[src/rtl/cpu_host_fifo_bridge_pkg.sv]
// -----------------------------------------------------------------------------
// cpu_host_fifo_bridge_pkg
// Shared constants for the CPU mailbox FIFOs: the CPU datapath word width and
// the depths of the request and read FIFOs, plus a helper that gives the width
// of a FIFO pointer (one wrap bit above the index bits).
// -----------------------------------------------------------------------------
package cpu_host_fifo_bridge_pkg;

    localparam int CPU_DATA_WIDTH = 16;
    localparam int REQ_FIFO_DEPTH = 8;
    localparam int RSP_FIFO_DEPTH = 8;

    // Pointer width for a power-of-two FIFO: index bits plus one wrap bit.
    function automatic int fifo_ptr_width(input int depth);
        return $clog2(depth) + 1;
    endfunction

endpackage

[src/rtl/cpu_host_fifo_bridge_sync_fifo_fwft.sv]
// -----------------------------------------------------------------------------
// sync_fifo_fwft
// Single-clock first-word-fall-through FIFO. The head word is presented
// combinationally whenever the FIFO is non-empty; it reads as zero when empty.
// Pointers carry one extra wrap bit so full and empty are distinguishable.
//
// Ports:
//   clk      in   rising-edge clock
//   rst      in   asynchronous active-high reset (pointers to zero)
//   push_i   in   write wdata_i at the edge (ignored when full)
//   pop_i    in   drop the head word at the edge (ignored when empty)
//   wdata_i  in   WIDTH  word to write
//   rdata_o  out  WIDTH  head word (show-ahead), zero when empty
//   full_o   out  FIFO holds DEPTH words
//   empty_o  out  FIFO holds no words
//   count_o  out  occupancy, 0..DEPTH
// -----------------------------------------------------------------------------
module sync_fifo_fwft
    import cpu_host_fifo_bridge_pkg::*;
#(
    parameter int WIDTH = CPU_DATA_WIDTH,
    parameter int DEPTH = 8
) (
    input  logic                       clk,
    input  logic                       rst,
    input  logic                       push_i,
    input  logic                       pop_i,
    input  logic [WIDTH-1:0]           wdata_i,
    output logic [WIDTH-1:0]           rdata_o,
    output logic                       full_o,
    output logic                       empty_o,
    output logic [$clog2(DEPTH):0]     count_o
);

    localparam int AW = $clog2(DEPTH);
    localparam int PW = fifo_ptr_width(DEPTH);

    logic [WIDTH-1:0] mem_q [DEPTH];
    logic [PW-1:0]    wr_ptr_q;
    logic [PW-1:0]    wr_ptr_d;
    logic [PW-1:0]    rd_ptr_q;
    logic [PW-1:0]    rd_ptr_d;
    logic             full_s;
    logic             empty_s;
    logic             push_s;
    logic             pop_s;

    assign empty_s = (wr_ptr_q == rd_ptr_q);
    // Same slot index but opposite wrap bit: writer is a full lap ahead.
    assign full_s  = (wr_ptr_q[AW] != rd_ptr_q[AW]) &&
                     (wr_ptr_q[AW-1:0] == rd_ptr_q[AW-1:0]);
    assign push_s  = push_i && !full_s;
    assign pop_s   = pop_i && !empty_s;

    // Next-state pointers: each advances only on an accepted operation.
    always_comb begin
        wr_ptr_d = wr_ptr_q;
        rd_ptr_d = rd_ptr_q;
        if (push_s) begin
            wr_ptr_d = wr_ptr_q + PW'(1);
        end else begin
            wr_ptr_d = wr_ptr_q;
        end
        if (pop_s) begin
            rd_ptr_d = rd_ptr_q + PW'(1);
        end else begin
            rd_ptr_d = rd_ptr_q;
        end
    end

    // Pointer registers with asynchronous reset; reset empties the FIFO.
    always_ff @(posedge clk or posedge rst) begin
        if (rst) begin
            wr_ptr_q <= {PW{1'b0}};
            rd_ptr_q <= {PW{1'b0}};
        end else begin
            wr_ptr_q <= wr_ptr_d;
            rd_ptr_q <= rd_ptr_d;
        end
    end

    // Storage array; contents need no reset because empty masks the head.
    always_ff @(posedge clk) begin
        if (push_s) begin
            mem_q[wr_ptr_q[AW-1:0]] <= wdata_i;
        end
    end

    assign rdata_o = empty_s ? {WIDTH{1'b0}} : mem_q[rd_ptr_q[AW-1:0]];
    assign full_o  = full_s;
    assign empty_o = empty_s;
    assign count_o = wr_ptr_q - rd_ptr_q;

endmodule

[src/rtl/cpu_host_fifo_bridge.sv]
// -----------------------------------------------------------------------------
// cpu_host_fifo_bridge
// Host-side owner of the two CPU mailbox FIFOs.
//   Request FIFO: host writes via valid/ready, CPU drains with LOAD_FIFO
//                 (req_fifo_deq) reading the show-ahead head req_fifo_q.
//   Read FIFO:    CPU fills with STORE_FIFO (read_fifo_enq/read_fifo_data),
//                 host drains via host_rsp_valid/host_rsp_ready.
// proto_err is a sticky flag raised when the CPU dequeues an empty request
// FIFO or enqueues into a full read FIFO; the offending operation is dropped.
//
// Ports:
//   clk, rst                          clock, async active-high reset
//   host_req_data/valid/ready         host request stream (ready = !full)
//   req_fifo_empty/deq/q              CPU side of the request FIFO
//   read_fifo_wrfull/enq/data         CPU side of the read FIFO
//   host_rsp_data/valid/ready         host response stream (valid = !empty)
//   req_count, rsp_count              FIFO occupancies
//   proto_err                         sticky protocol-violation flag
// -----------------------------------------------------------------------------
module cpu_host_fifo_bridge
    import cpu_host_fifo_bridge_pkg::*;
#(
    parameter int DATA_WIDTH = CPU_DATA_WIDTH,
    parameter int REQ_DEPTH  = REQ_FIFO_DEPTH,
    parameter int RSP_DEPTH  = RSP_FIFO_DEPTH
) (
    input  logic                         clk,
    input  logic                         rst,
    input  logic [DATA_WIDTH-1:0]        host_req_data,
    input  logic                         host_req_valid,
    output logic                         host_req_ready,
    output logic                         req_fifo_empty,
    input  logic                         req_fifo_deq,
    output logic [DATA_WIDTH-1:0]        req_fifo_q,
    output logic                         read_fifo_wrfull,
    input  logic                         read_fifo_enq,
    input  logic [DATA_WIDTH-1:0]        read_fifo_data,
    output logic [DATA_WIDTH-1:0]        host_rsp_data,
    output logic                         host_rsp_valid,
    input  logic                         host_rsp_ready,
    output logic [$clog2(REQ_DEPTH):0]   req_count,
    output logic [$clog2(RSP_DEPTH):0]   rsp_count,
    output logic                         proto_err
);

    logic req_full_s;
    logic req_empty_s;
    logic req_push_s;
    logic req_pop_s;
    logic rsp_full_s;
    logic rsp_empty_s;
    logic rsp_push_s;
    logic rsp_pop_s;
    logic proto_err_q;
    logic proto_err_d;

    assign req_push_s = host_req_valid && !req_full_s;
    assign req_pop_s  = req_fifo_deq && !req_empty_s;
    assign rsp_push_s = read_fifo_enq && !rsp_full_s;
    assign rsp_pop_s  = host_rsp_ready && !rsp_empty_s;

    sync_fifo_fwft #(
        .WIDTH (DATA_WIDTH),
        .DEPTH (REQ_DEPTH)
    ) u_req_fifo (
        .clk     (clk),
        .rst     (rst),
        .push_i  (req_push_s),
        .pop_i   (req_pop_s),
        .wdata_i (host_req_data),
        .rdata_o (req_fifo_q),
        .full_o  (req_full_s),
        .empty_o (req_empty_s),
        .count_o (req_count)
    );

    sync_fifo_fwft #(
        .WIDTH (DATA_WIDTH),
        .DEPTH (RSP_DEPTH)
    ) u_rsp_fifo (
        .clk     (clk),
        .rst     (rst),
        .push_i  (rsp_push_s),
        .pop_i   (rsp_pop_s),
        .wdata_i (read_fifo_data),
        .rdata_o (host_rsp_data),
        .full_o  (rsp_full_s),
        .empty_o (rsp_empty_s),
        .count_o (rsp_count)
    );

    // Sticky error: any CPU operation against the wrong FIFO state latches it.
    always_comb begin
        proto_err_d = proto_err_q;
        if ((req_fifo_deq && req_empty_s) || (read_fifo_enq && rsp_full_s)) begin
            proto_err_d = 1'b1;
        end else begin
            proto_err_d = proto_err_q;
        end
    end

    // proto_err register; only reset clears it.
    always_ff @(posedge clk or posedge rst) begin
        if (rst) begin
            proto_err_q <= 1'b0;
        end else begin
            proto_err_q <= proto_err_d;
        end
    end

    assign host_req_ready   = !req_full_s;
    assign req_fifo_empty   = req_empty_s;
    assign read_fifo_wrfull = rsp_full_s;
    assign host_rsp_valid   = !rsp_empty_s;
    assign proto_err        = proto_err_q;

endmodule

[config.mk]
export PLATFORM = sky130hd
export DESIGN_NAME = cpu_host_fifo_bridge
export DESIGN_NICKNAME = d
export VERILOG_FILES = /design/src/rtl/cpu_host_fifo_bridge_pkg.sv /design/src/rtl/cpu_host_fifo_bridge_sync_fifo_fwft.sv /design/src/rtl/cpu_host_fifo_bridge.sv
export SDC_FILE = /design/constraint.sdc
export NUM_CORES = 1
export LEC_CHECK = 0
export CORE_MARGIN = 2
export CORE_UTILIZATION = 47
export CTS_BUF_LIST = sky130_fd_sc_hd__clkbuf_8 sky130_fd_sc_hd__clkbuf_16
export CTS_CLUSTER_DIAMETER = 60
export DETAILED_ROUTE_END_ITERATION = 6
export PLACE_DENSITY = 0.69
export SYNTH_ARGS = -nofsm -noshare
export SYNTH_HDL_FRONTEND = slang
export SYNTH_HIERARCHICAL = 1
export SYNTH_SLANG_ARGS = --single-unit
[constraint.sdc]
create_clock -name clk -period 3.4 [get_ports clk]
set_input_delay 0.68 -clock clk [delete_from_list [all_inputs] [get_ports clk]]
set_output_delay 0.68 -clock clk [all_outputs]
set_load 0.02 [all_outputs]
==> summary.md <==
| Metric | Value |
|---|---|
| Post-synth top area cell | edfxtp_1 |
| Syn Inst Count | 567 |
| Synth Warn # | 6 |
| Syn Nets | between 600 and 700 |
| Leak | 4.79 nW |
| TritonCTS clock tree | yes |
| Final Hold Vio Count | 0 |
| CP cell instances | inv_1 -> ha_1 -> nand3_1 -> or2_4 -> nand2_4 -> o22ai_1 -> clkdlybuf4s50_1 |
| Clk buf depth | 3 |
| RSZ-0062 raised after global routing | true |
| Footprint of the multi-input gates | 2470 µm² |
| Core area | 22800 µm² |
| Crit path largest cell delay | 550 ps |
| Slew of the pin with the lowest slew margin | 592 ps |
| GRT overflow | 0 |
| Clock latency at the later pin of the worst-skew pair | between 500 and 600 ps |
| CP arrival | 2740 ps |
| Routed WL per cell | 20.7 µm |
| Total Wirelength | 21100 µm |
| Clk sinks | 273 |
| Slowest-stage cell, CP | clkdlybuf4s50_1 |
| Die extent in y | 157 µm |
| Worst hold slack | 353 ps |
| CP Launch Type | flip-flop |
| Number of synthesized register bits | around 270 |
| ANT cells | 0 |
| Num CTS Buffers | 29 |
| Horiz. Die Dim | 157 µm |
| HP Class | in -> async |
| Post-DP HPWL | approximately 13000 µm |
| Filler Cell Count | between 1500 and 2000 |
| Synth cell types | 31 |
| Violations in the final reports | setup timing |
| Via count | between 5000 and 6000 |
| Hold-fix buffers, CTS | 0 |
| Vias/cell | 5.23 |
| Reg area | 8120 µm² |
| Post-synth top area share | between 60 and 70% |
| Largest net degree at the start of global routing | 37 |
| Cell Area, Synth | 11000 µm² |
| Htree depth | 1 |
| Final non-filler cell total | 1019 |
| Worst-path maximum fanout | 16 |
| VDD IR max | 0.000595 V |
| Worst Skew | around 11 ps |
| Final setup margin | -18.4 ps |
| Routability cong. | a little over 0.8 |
| Syn_area_per_cell | 19.4 µm² |
| DRC errors left | 0 |
| Fmax achieved | approximately 290 MHz |
| Register area share after synthesis | 73.8% |
| Layout Nets | 735 |
| Clock root buffer | clkbuf_16 |
| Pre-antenna DRT Iters | 4 |
| Slew Limit Fails | 0 |
| Total power | 13.1 mW |
| Final Cycle Share | 101% |
| Slew headroom | 60.4% |
| Final antenna-violating net count | 0 |
| Initial antenna violation count | 0 |
| Starting Density | 48.2% |
| Layout Utilization | approximately three fifths |
| Final setup violation count | 4 |
| Initial drt markers | 245 |
| Tot GR Track Use | 17.6% |
| Status | finished, violations left |
| Layout cells sized above 1 | between 20 and 25% |
| Vias in the first global route | 5638 |
| Clock-pin slew on the worst setup and hold paths | 60 ps |
| IO Count | 83 |
| IO Port Bufs | 82 |
| P per Cell Area | 984 nW/µm² |
| Crit path capture type | output port |
| Layout area overhead | 20.7% |
| Buffers & Inverters on Critical Path | 2 |
| Global-route wire length before repair | 32500 µm |
| Synth area leaders | edfxtp_1 (70%), mux4_2 (13%), dfrtp_1 (3.9%), inv_1 (3.0%), o22ai_1 (1.8%) |
| Req. time, crit path | about 2700 ps |
| Std-Cell Rows | 55 |
| # placed instances | 967 |
| Full die area | 24600 µm² |
| Max cap viols | 0 |
| Setup CP Type | reg -> out |
| CP top delay family | buffers and inverters |
| Final min period | about 3400 ps |
## repair_timing
item / in CTS / in global routing
resized for setup: 25 / 6
setup buffers: 0 / 0
endpoints found under the setup margin: 32 / 14
## worst paths after layout
kind | startpoint | depth (start not counted) | end | slack [ps]
worst min-delay path | rst | 2 | proto_err | 350
worst max register to register | u_req_fifo/rd_ptr_q[2] | 9 | u_req_fifo/mem_q[7][9] | 740
worst max-delay path | u_req_fifo/rd_ptr_q[2] | 7 | req_fifo_q[14] | -20
max in group asynchronous | rst | 2 | u_req_fifo/rd_ptr_q[2] | 2650
min in group clk | proto_err | 1 | proto_err | 510
worst min register to register | proto_err | 1 | proto_err | 510
## cells by family after synthesis
logic type / share of synthesized area [%]
AND/OR/NAND/NOR: 2.09
XOR/XNOR: 1.73
multiplexers: 13.7
flip-flops: 73.8
AO/OA/AOI/OAI: 2.62
buffers and inverters: 4.57
adder cells (fa/ha/maj): 1.50
## worst register-to-register path, stage by stage, from the launching register on
cell and delay (ps):
dfrtp_2 440, inv_1 120, ha_1 340, nand3_1 120, buf_4 150, nor2_1 50, nor2b_1 240, o211ai_2 170
nor2_1 490, buf_12 250
## final cells by class
| class | instances | share of cell area (%) |
|---|---|---|
| Multi-Input combinational cell | 187 | 18.6 |
| Clock inverter | 20 | 1.14 |
| Sequential cell | 273 | 61.2 |
| Tap cell | 313 | 2.95 |
| Clock buffer | 32 | 5.78 |
| Inverter | 87 | 2.46 |
| Timing Repair Buffer | 107 | 7.83 |
## layout by cell type (no fill, tap or decap), types with 3 or more instances in the layout
cell type	Yosys	routed
dlygate4sd2_1	0	18
xnor2_1	10	10
clkdlybuf4s50_1	0	58
clkbuf_8	0	3
dfrtp_2	0	5
buf_4	0	22
nor2_1	12	12
dlymetal6s2s_1	0	6
nor2b_1	3	3
nand3_1	6	6
edfxtp_1	256	256
clkbuf_16	0	29
buf_12	0	3
nor3_2	0	8
inv_1	87	92
mux4_2	62	62
dfrtp_1	17	12
ha_1	10	10
o22ai_1	32	32
xor2_1	8	8
clkinv_2	0	5
nand2_1	6	6
clkinv_1	0	4
## where the power goes
part | switching [mW] | total (mW) | internal, mW
Sequential | 0.254 | 4.59 | 4.34
Combinational | 3.04 | 5.49 | 2.45
Clock | 1.20 | 2.97 | 1.76
Total | 4.50 | 13.1 | 8.55
## state kept, by name, indices dropped and copies added, names as in the netlist
name and count:
u_req_fifo/rd_ptr_q 4, u_req_fifo/mem_q 128, u_rsp_fifo/wr_ptr_q 4, u_rsp_fifo/rd_ptr_q 4
proto_err 1, u_rsp_fifo/mem_q 128, u_req_fifo/wr_ptr_q 4
## stage by stage
step	setup TNS [ps]	cell area, µm²	setup WS, ps
finish	-39.5	13300	-18.4
global placement	0	12300	394
CTS	-218	13300	-34.9
global route	-872	13300	-121
detailed placement	0	12300	335
floorplan	0	11000	0.295
## synthesized netlist by cell type
| cell | instances |
|---|---|
| o211ai_2 | 2 |
| edfxtp_1 | 256 |
| a221o_1 | 1 |
| nor2_1 | 12 |
| buf_2 | 8 |
| mux4_2 | 62 |
| a21oi_1 | 2 |
| buf_6 | 12 |
| nor2b_1 | 3 |
| o21ai_0 | 2 |
| and2b_2 | 1 |
| o21ai_2 | 2 |
| ha_1 | 10 |
| xor2_1 | 8 |
| a21o_1 | 2 |
| nand3_1 | 6 |
| nor3_1 | 8 |
| or2_4 | 2 |
| mux4_1 | 2 |
| inv_1 | 87 |
| nand2_4 | 2 |
| nand2_2 | 2 |
| mux2_4 | 2 |
| o22ai_1 | 32 |
| nand2_1 | 6 |
| dfrtp_1 | 17 |
| xnor2_2 | 2 |
| fa_1 | 2 |
| xnor2_1 | 10 |
| mux2_2 | 2 |
| nor4_1 | 2 |
## routing by layer
metal	track usage (%)	vias to the layer above	part of all wire, %
met5	0	-	0
met4	3.93	0	1.4
met3	3.03	30	5.1
met2	30.2	127	52
met1	23.8	2740	42
li1	-	2434	-
Note: power is estimated with default switching activity, not from simulation.
